$ cat src/rtl/pipe_route_stage.sv
// Single-clock routing stage: a DEPTH-entry circular FIFO of {sel, data} whose head is offered
// to exactly one of NUM_OUT destinations. The optional same-cycle bypass is enabled by PIPE_ROUTE_BYPASS_EN.
module pipe_route_stage #(
  parameter int DATA_W  = 32,
  parameter int DEPTH   = 2,
  parameter int NUM_OUT = 2,
  localparam int SEL_W  = $clog2(NUM_OUT),
  localparam int CNT_W  = $clog2(DEPTH + 1)
) (
  input  logic               clk,
  input  logic               reset,
  input  logic               in_valid,
  output logic               in_ready,
  input  logic [DATA_W-1:0]  in_data,
  input  logic [SEL_W-1:0]   in_sel,
  output logic [NUM_OUT-1:0] out_valid,
  input  logic [NUM_OUT-1:0] out_ready,
  output logic [DATA_W-1:0]  out_data,
  input  logic               flush,
  output logic [CNT_W-1:0]   count,
  output logic               err_sel
);

  localparam int PTR_W = (DEPTH > 1) ? $clog2(DEPTH) : 1;
  localparam logic [SEL_W:0] NUM_OUT_W = NUM_OUT[SEL_W:0];
  localparam logic [CNT_W-1:0] DEPTH_W = CNT_W'(DEPTH);

  logic [SEL_W-1:0]  sel_mem  [DEPTH];
  logic [DATA_W-1:0] data_mem [DEPTH];

  logic [PTR_W-1:0] wr_ptr_q, wr_ptr_d;
  logic [PTR_W-1:0] rd_ptr_q, rd_ptr_d;
  logic [CNT_W-1:0] count_q, count_d;
  logic             err_sel_q, err_sel_d;

  logic               head_valid;
  logic [SEL_W-1:0]   head_sel;
  logic               head_oob;
  logic [NUM_OUT-1:0] reg_valid;
  logic               pop;
  logic               push;
  logic               bypass;

  assign head_valid = (count_q != '0);
  assign head_sel   = sel_mem[rd_ptr_q];
  // An out-of-range head is never offered; it is discarded on the next edge instead.
  assign head_oob   = head_valid && ({1'b0, head_sel} >= NUM_OUT_W);

  always_comb begin
    // NOTE: every always_comb output gets a default first so no latch is inferred.
    reg_valid = '0;
    for (int k = 0; k < NUM_OUT; k++) begin
      if (head_valid && (head_sel == SEL_W'(k))) reg_valid[k] = 1'b1;
    end
  end

  assign pop = (|(reg_valid & out_ready)) || head_oob;

`ifdef PIPE_ROUTE_BYPASS_EN
  logic [NUM_OUT-1:0] in_hit;

  always_comb begin
    in_hit = '0;
    for (int k = 0; k < NUM_OUT; k++) begin
      if (in_valid && (in_sel == SEL_W'(k))) in_hit[k] = 1'b1;
    end
  end

  assign bypass    = !head_valid && !flush && (|(in_hit & out_ready));
  assign out_valid = bypass ? in_hit : reg_valid;
  assign out_data  = bypass ? in_data : data_mem[rd_ptr_q];
`else
  assign bypass    = 1'b0;
  assign out_valid = reg_valid;
  assign out_data  = data_mem[rd_ptr_q];
`endif

  assign in_ready = !flush && ((count_q < DEPTH_W) || pop);
  assign push     = in_valid && in_ready && !bypass;
  assign count    = count_q;
  assign err_sel  = err_sel_q;

  always_comb begin
    wr_ptr_d  = wr_ptr_q;
    rd_ptr_d  = rd_ptr_q;
    count_d   = count_q;
    err_sel_d = err_sel_q;
    if (flush) begin
      wr_ptr_d  = '0;
      rd_ptr_d  = '0;
      count_d   = '0;
      err_sel_d = 1'b0;
    end else begin
      // DEPTH is a power of two, so the pointers wrap by natural overflow.
      if (push) wr_ptr_d = wr_ptr_q + PTR_W'(1);
      if (pop)  rd_ptr_d = rd_ptr_q + PTR_W'(1);
      if (push && !pop)      count_d = count_q + CNT_W'(1);
      else if (!push && pop) count_d = count_q - CNT_W'(1);
      if (head_oob) err_sel_d = 1'b1;
    end
  end

  // NOTE: state uses non-blocking assignments so every register samples pre-edge values.
  always_ff @(posedge clk or negedge reset) begin
    if (!reset) begin
      wr_ptr_q  <= '0;
      rd_ptr_q  <= '0;
      count_q   <= '0;
      err_sel_q <= 1'b0;
    end else begin
      wr_ptr_q  <= wr_ptr_d;
      rd_ptr_q  <= rd_ptr_d;
      count_q   <= count_d;
      err_sel_q <= err_sel_d;
    end
  end

  // NOTE: the entry storage is deliberately not reset; its contents are meaningless while count is 0.
  always_ff @(posedge clk) begin
    if (push) begin
      sel_mem[wr_ptr_q]  <= in_sel;
      data_mem[wr_ptr_q] <= in_data;
    end
  end

endmodule
$ cat config.mk
export PLATFORM = sky130hd
export DESIGN_NAME = pipe_route_stage
export DESIGN_NICKNAME = d
export VERILOG_FILES = /design/src/rtl/pipe_route_stage.sv
export SDC_FILE = /design/constraint.sdc
export NUM_CORES = 1
export LEC_CHECK = 0
export CAP_MARGIN = 10
export CORE_UTILIZATION = 50
export CTS_BUF_LIST = sky130_fd_sc_hd__clkbuf_16
export CTS_CLUSTER_DIAMETER = 30
export DETAILED_ROUTE_END_ITERATION = 12
export GPL_TIMING_DRIVEN = 0
export PLACE_DENSITY_LB_ADDON = 0.08
export SKIP_LAST_GASP = 1
export SYNTH_ARGS = -nofsm -noshare
export SYNTH_HDL_FRONTEND = slang
export SYNTH_SLANG_ARGS = --single-unit
$ cat constraint.sdc
create_clock -name clk -period 7.3 [get_ports clk]
set_input_delay 0.73 -clock clk [delete_from_list [all_inputs] [get_ports clk]]
set_output_delay 0.73 -clock clk [all_outputs]
set_load 0.02 [all_outputs]
==> results of run 1 <==
==> cells by family after synthesis <==
logic type             after synthesis  synth area share
AO/OA/AOI/OAI                       10            0.0272
buffers and inverters                7            0.0141
flip-flops                          70             0.780
multiplexers                        35             0.156
other                                1           0.00141
AND/OR/NAND/NOR                     11            0.0216
==> per-layer routing <==
layer	global-route usage	share of wire	routed length [µm]
met4	0.107	0.017	81
met1	0.205	0.39	1810
met3	0.0616	0.077	361
met2	0.304	0.52	2420
met5	0	0	0
==> layout make-up <==
| type | count | area [µm²] | area share |
|---|---|---|---|
| Inverter | 1 | 3.75 | 0.000978 |
| Buffer | 6 | 33.8 | 0.00881 |
| Timing Repair Buffer | 74 | 741 | 0.193 |
| Tap cell | 70 | 87.6 | 0.0228 |
| Clock buffer | 9 | 225 | 0.0587 |
| Multi-Input combinational cell | 57 | 552 | 0.144 |
| Sequential cell | 70 | 2080 | 0.543 |
| Clock inverter | 6 | 111 | 0.0290 |
==> per-stage QoR <==
| stage | hold slack, ns | util |
|---|---|---|
| 2_1_floorplan | 0.434 | - |
| 3_3_place_gp | 0.534 | 0.680 |
| 3_5_place_dp | 0.565 | 0.681 |
| 4_1_cts | 0.572 | 0.746 |
| 5_1_grt | 0.590 | 0.746 |
| 6_report | 0.576 | 0.746 |
==> synth_stat cells <==
master and n:
nor2b_1 2, buf_4 1, nor2_1 2, nand2b_1 1, a21oi_2 1, edfxtp_1 66, mux2i_4 2, o21ai_0 2
dfrtp_1 4, a21boi_0 1, a21oi_1 2, and3_1 1, nand2_1 2, o31a_1 1, mux2_2 32, nand3_1 1
mux2i_1 1, inv_1 1, conb_1 1, or3_1 1, a31oi_1 1, a211oi_2 1, clkbuf_1 4, buf_6 1
and2_1 1, o2bb2ai_1 1
==> how the worst max path moves through the flow <==
stage	startpoint	end	slack (ns)
final	rd_ptr_q	out_data[1]	4.34
after global routing	rd_ptr_q	out_data[2]	4.24
after CTS	rd_ptr_q	out_data[1]	4.30
after detailed placement	out_ready[0]	in_ready	4.35
after global placement	out_ready[0]	data_mem[1][30]	4.08
after floorplan	rd_ptr_q	data_mem[1][0]	4.77
==> flip-flops by register name, summed over array words and instances, names as in the netlist <==
register / flops
data_mem: 64
rd_ptr_q: 1
count: 2
wr_ptr_q: 1
sel_mem: 2
==> power groups by stage <==
| stage | registers, µW | logic, µW | clock network, µW |
|---|---|---|---|
| 6_report | 464 | 139 | 486 |
| 3_5_place_dp | 472 | 139 | 0 |
| 3_3_place_gp | 471 | 136 | 0 |
| 4_1_cts | 464 | 140 | 492 |
| 5_1_grt | 465 | 148 | 507 |
| 2_1_floorplan | 472 | 70.2 | 0 |
==> critical path, stage by stage, from the launching register on <==
cell and delay (ns):
dfrtp_1 0.33, buf_6 0.15, clkbuf_1 0.46, mux2_2 0.41, clkdlybuf4s50_1 0.55
==> flow_summary.ini, run 1 <==
[outcome]
status = completed

[cells_and_area]
antenna_cells = 0
syn_to_final_growth_pct = 43.7
final_cell_count_no_fill = 293
final_common_cell = clkdlybuf4s50_1
final_area_um2 = 3840
final_layout_size_suffix_gt1_frac = 0.247
layout_common_cells = 74 x clkdlybuf4s50_1, 66 x edfxtp_1, 32 x mux2_2, 9 x clkbuf_16
fin_nets = 258
n_fill_cell = 351

[hold_path]
hold_path_depth = 2
hp-class = reg -> reg
holdPathEnd = wr_ptr_q
hold_start = wr_ptr_q

[pwr]
netSwitchingPower_uw = 225
power_density_nw_per_um2 = 284
pwr-share-seq = 0.426
clockPowerShare = 0.446
vdd.ir_drop.worst_uv = 165
power_frac_comb = 0.128
internal_power_uw = 864
total_power_uw = 1090
swShare = 0.207
power_leakage_uw = 0.00130

[clock_tree]
post-cts-setup-buffers = 0
hold_buffers = 0
cts_tree = built
numCtsBuffers = 9
cts_resized = 0
cts_root_buffer = clkbuf_16
clkSlewWorstSetupHoldPaths_ns = 0.05
clkLatencyLatePin_ns = 0.32
cts_max_path_buffers = 2
h-tree-depth = 3
cts.sink_count = 70

[timing]
fin_skew_ns = 0.00443
max_slew.worst_pin.slew_ns = 0.795
finalWorstSetupSlack_ns = 4.34
min_period_over_period = 0.406
hold_viol = 0
setup_viol = 0
tns_ns = 0
drv_slew = 0
period_needed_ns = 2.96
slew_headroom = 0.470
fmax_ghz = 0.338
rsz0062_at_grt = false

[floorplan]
num_rows = 26
num_io_pins = 77
dieWidth_um = 75.1
start_util = 0.519
fp.dieH_um = 75.1
die_area_um2 = 5630
core-area_um2 = 5140

[routing]
drtIter0Drc = 90
ant_nets = 0
avgViaCountPerCell = 5.00
route.detailed.drc = 0
drt_wl_total_um = 4670
drt_pass1_iterations = 4
wire_per_inst_um = 15.9
vias = 1464

[logic_synthesis]
seq_area_frac_synth = 0.780
synth.ff_latch_count = 70
netlist_instances = 134
synth_top_cell_area_share = 0.743
syn-num-nets = 173
syn_area_um2 = 2670
yosysTopAreaCell = edfxtp_1
synth_area_per_cell_um2 = 19.9
ys_types = 26
synthTopCellsByArea = edfxtp_1 74%, mux2_2 14%, dfrtp_1 3.8%, mux2i_4 1.7%, clkbuf_1 0.56%
synth-warning-count = 0

[placement]
gp_congestion = 0.649
dpl_worst_slack_ns = 4.35
placedCellCount = 278
port_buffers = 74
placed_area_um2 = 3500

[critical_path]
r2r_cells = 5
start_kind = flop
critPathMaxFanout = 10
path_class = reg -> out
crit_path_end_kind = primary output
reg2reg_from = rd_ptr_q
ff2ff_setup_slack_ns = 5.01
r2r-end = data_mem[1][14]
required_ns = 6.57
critPathArrivalTime_ns = 2.23

[flow_run]
drv_cap = 0

[global_route]
grt_max_degree = 34
antenna_found_initial = 0
grt_pass1_vias = 1460
grt-ovfl-total = 0
grt_pass1_wl_um = 6960
grt_usage = 0.183
No activity file was read; power rests on OpenSTA's default activity.
==> run 2: changes to the inputs <==
--- a/config.mk
+++ b/config.mk
@@ -6,7 +6,7 @@
 export NUM_CORES = 1
 export LEC_CHECK = 0
 export CAP_MARGIN = 10
-export CORE_UTILIZATION = 50
+export CORE_UTILIZATION = 42
 export CTS_BUF_LIST = sky130_fd_sc_hd__clkbuf_16
 export CTS_CLUSTER_DIAMETER = 30
 export DETAILED_ROUTE_END_ITERATION = 12
==> constraint.sdc (replaced) <==
create_clock -name clk -period 2.45 [get_ports clk]
set_input_delay 0.245 -clock clk [delete_from_list [all_inputs] [get_ports clk]]
set_output_delay 0.245 -clock clk [all_outputs]
set_load 0.02 [all_outputs]
==> flow_summary.ini, run 2 (same netlist as run 1, synthesis figures left out) <==
[outcome]
status = completed

[routing]
drt_pass1_iterations = 4
ant_nets = 0
vias = 1475
avgViaCountPerCell = 4.90
wire_per_inst_um = 15.5
drt_wl_total_um = 4650
route.detailed.drc = 0
drtIter0Drc = 128

[timing]
slew_headroom = 0.436
setup_viol = 0
drv_slew = 0
min_period_over_period = 0.964
rsz0062_at_grt = false
fin_skew_ns = 0.00431
fmax_ghz = 0.423
max_slew.worst_pin.slew_ns = 0.846
finalWorstSetupSlack_ns = 0.0875
hold_viol = 0
whs_ns = 0.128
period_needed_ns = 2.36

[critical_path]
critPathArrivalTime_ns = 2.12
critPathMaxFanout = 8
r2r-end = data_mem[1][24]
reg2reg_from = rd_ptr_q
required_ns = 2.20
r2r_cells = 5
crit_path_end_kind = primary output
path_class = reg -> out
ff2ff_setup_slack_ns = 0.16
start_kind = flop

[placement]
dp_hpwl_um = 3050
placedCellCount = 283
gp_congestion = 0.658
dpl_worst_slack_ns = 0.120
port_buffers = 74
placed_area_um2 = 3510

[clock_tree]
clkLatencyLatePin_ns = 0.33
cts_max_path_buffers = 2
cts.sink_count = 70
cts_tree = built
h-tree-depth = 3
cts_root_buffer = clkbuf_16
numCtsBuffers = 9
clkSlewWorstSetupHoldPaths_ns = 0.05

[flow_run]
drv_cap = 0

[floorplan]
num_io_pins = 77
core-area_um2 = 6030
die_area_um2 = 6680
dieWidth_um = 81.7
num_rows = 28
start_util = 0.443
fp.dieH_um = 81.7

[cells_and_area]
final_common_cell = clkdlybuf4s50_1
final_layout_size_suffix_gt1_frac = 0.265
final_area_um2 = 3790
max_flop_register = data_mem
syn_to_final_growth_pct = 42.1
layout_common_cells = 74 x clkdlybuf4s50_1, 66 x edfxtp_1, 32 x mux2_2, 9 x clkbuf_16, 4 x dfrtp_1
largest_register_ffs = 64
final_cell_count_no_fill = 301
seq_area_um2 = 2080
fin_nets = 260
n_fill_cell = 439
multi_input_area_um2 = 552
antenna_cells = 0

[pwr]
netSwitchingPower_uw = 665
internal_power_uw = 2260
power_frac_comb = 0.143
power_leakage_uw = 0.00128
swShare = 0.227
vdd.ir_drop.worst_uv = 555
pwr-share-seq = 0.472
clockPowerShare = 0.385
power_density_nw_per_um2 = 773

[global_route]
grt_usage = 0.153
grt-ovfl-total = 0
grt_max_degree = 34
grt_pass1_wl_um = 7170
antenna_found_initial = 0
grt_pass1_vias = 1532

[hold_path]
hp-class = in -> async
-- run 2: cell types whose count changed in the layout (fill, tap and decap cells not counted), sizes merged --
cell and delta:
bufinv -3, buf +2, clkinvlp +2, clkinv +2
-- run 2: final cells by class --
cell class	instances	share of cell area
flip-flops and latches	70	0.549
repair buffers	76	0.199
multi-input cells	57	0.146
clock buffers	9	0.0594
well taps	75	0.0248
clock inverters	7	0.0109
plain buffers	6	0.00990
inverters	1	0.000990
-- run 2: repair_timing --
action                                  in CTS  in global routing
endpoints found under the setup margin      29                  1
resized for setup                            3                  0
setup buffers                                0                  2
hold buffers                                 0                  0
-- run 2: power by group through the flow --
stage | clock network [µW] | registers, µW | logic (µW)
finish | 1130 | 1380 | 420
global route | 1210 | 1390 | 449
CTS | 1160 | 1380 | 422
detailed placement | 0 | 1410 | 418
global placement | 0 | 1400 | 407
floorplan | 0 | 1400 | 210
-- run 2: critical path, cell delays in order, from the launching register on --
cell and delay, ns:
dfrtp_1 0.37, buf_6 0.14, mux2i_4 0.21, mux2i_4 0.21
a21oi_2 0.21, clkdlybuf4s50_1 0.65
-- run 2: metal layers --
metal,share of wire,global-route usage,vias to the layer above
li1,-,-,697
met1,0.40,0.166,705
met2,0.50,0.252,62
met3,0.071,0.0622,11
met4,0.027,0.0912,0
met5,0,0,-
-- run 2: how the worst max path moves through the flow --
stage | endpoint | cells after the start | slack, ns | start
2_1_floorplan | data_mem[1][0] | 5 | 0.26 | rd_ptr_q
3_3_place_gp | data_mem[1][23] | 5 | 0.18 | rd_ptr_q
3_5_place_dp | data_mem[1][10] | 5 | 0.12 | rd_ptr_q
4_1_cts | in_ready | 5 | -0.0009 | rd_ptr_q
5_1_grt | in_ready | 5 | 0.02 | rd_ptr_q
6_report | in_ready | 5 | 0.09 | rd_ptr_q
-- run 2: metrics by stage --
step                  TNS, ns   util  total power, µW
detailed placement          0  0.582             1820
finish                      0  0.629             2930
CTS                 -0.000862  0.627             2970
global placement            0  0.582             1810
global route                0  0.629             3040
floorplan                   0      -             1610
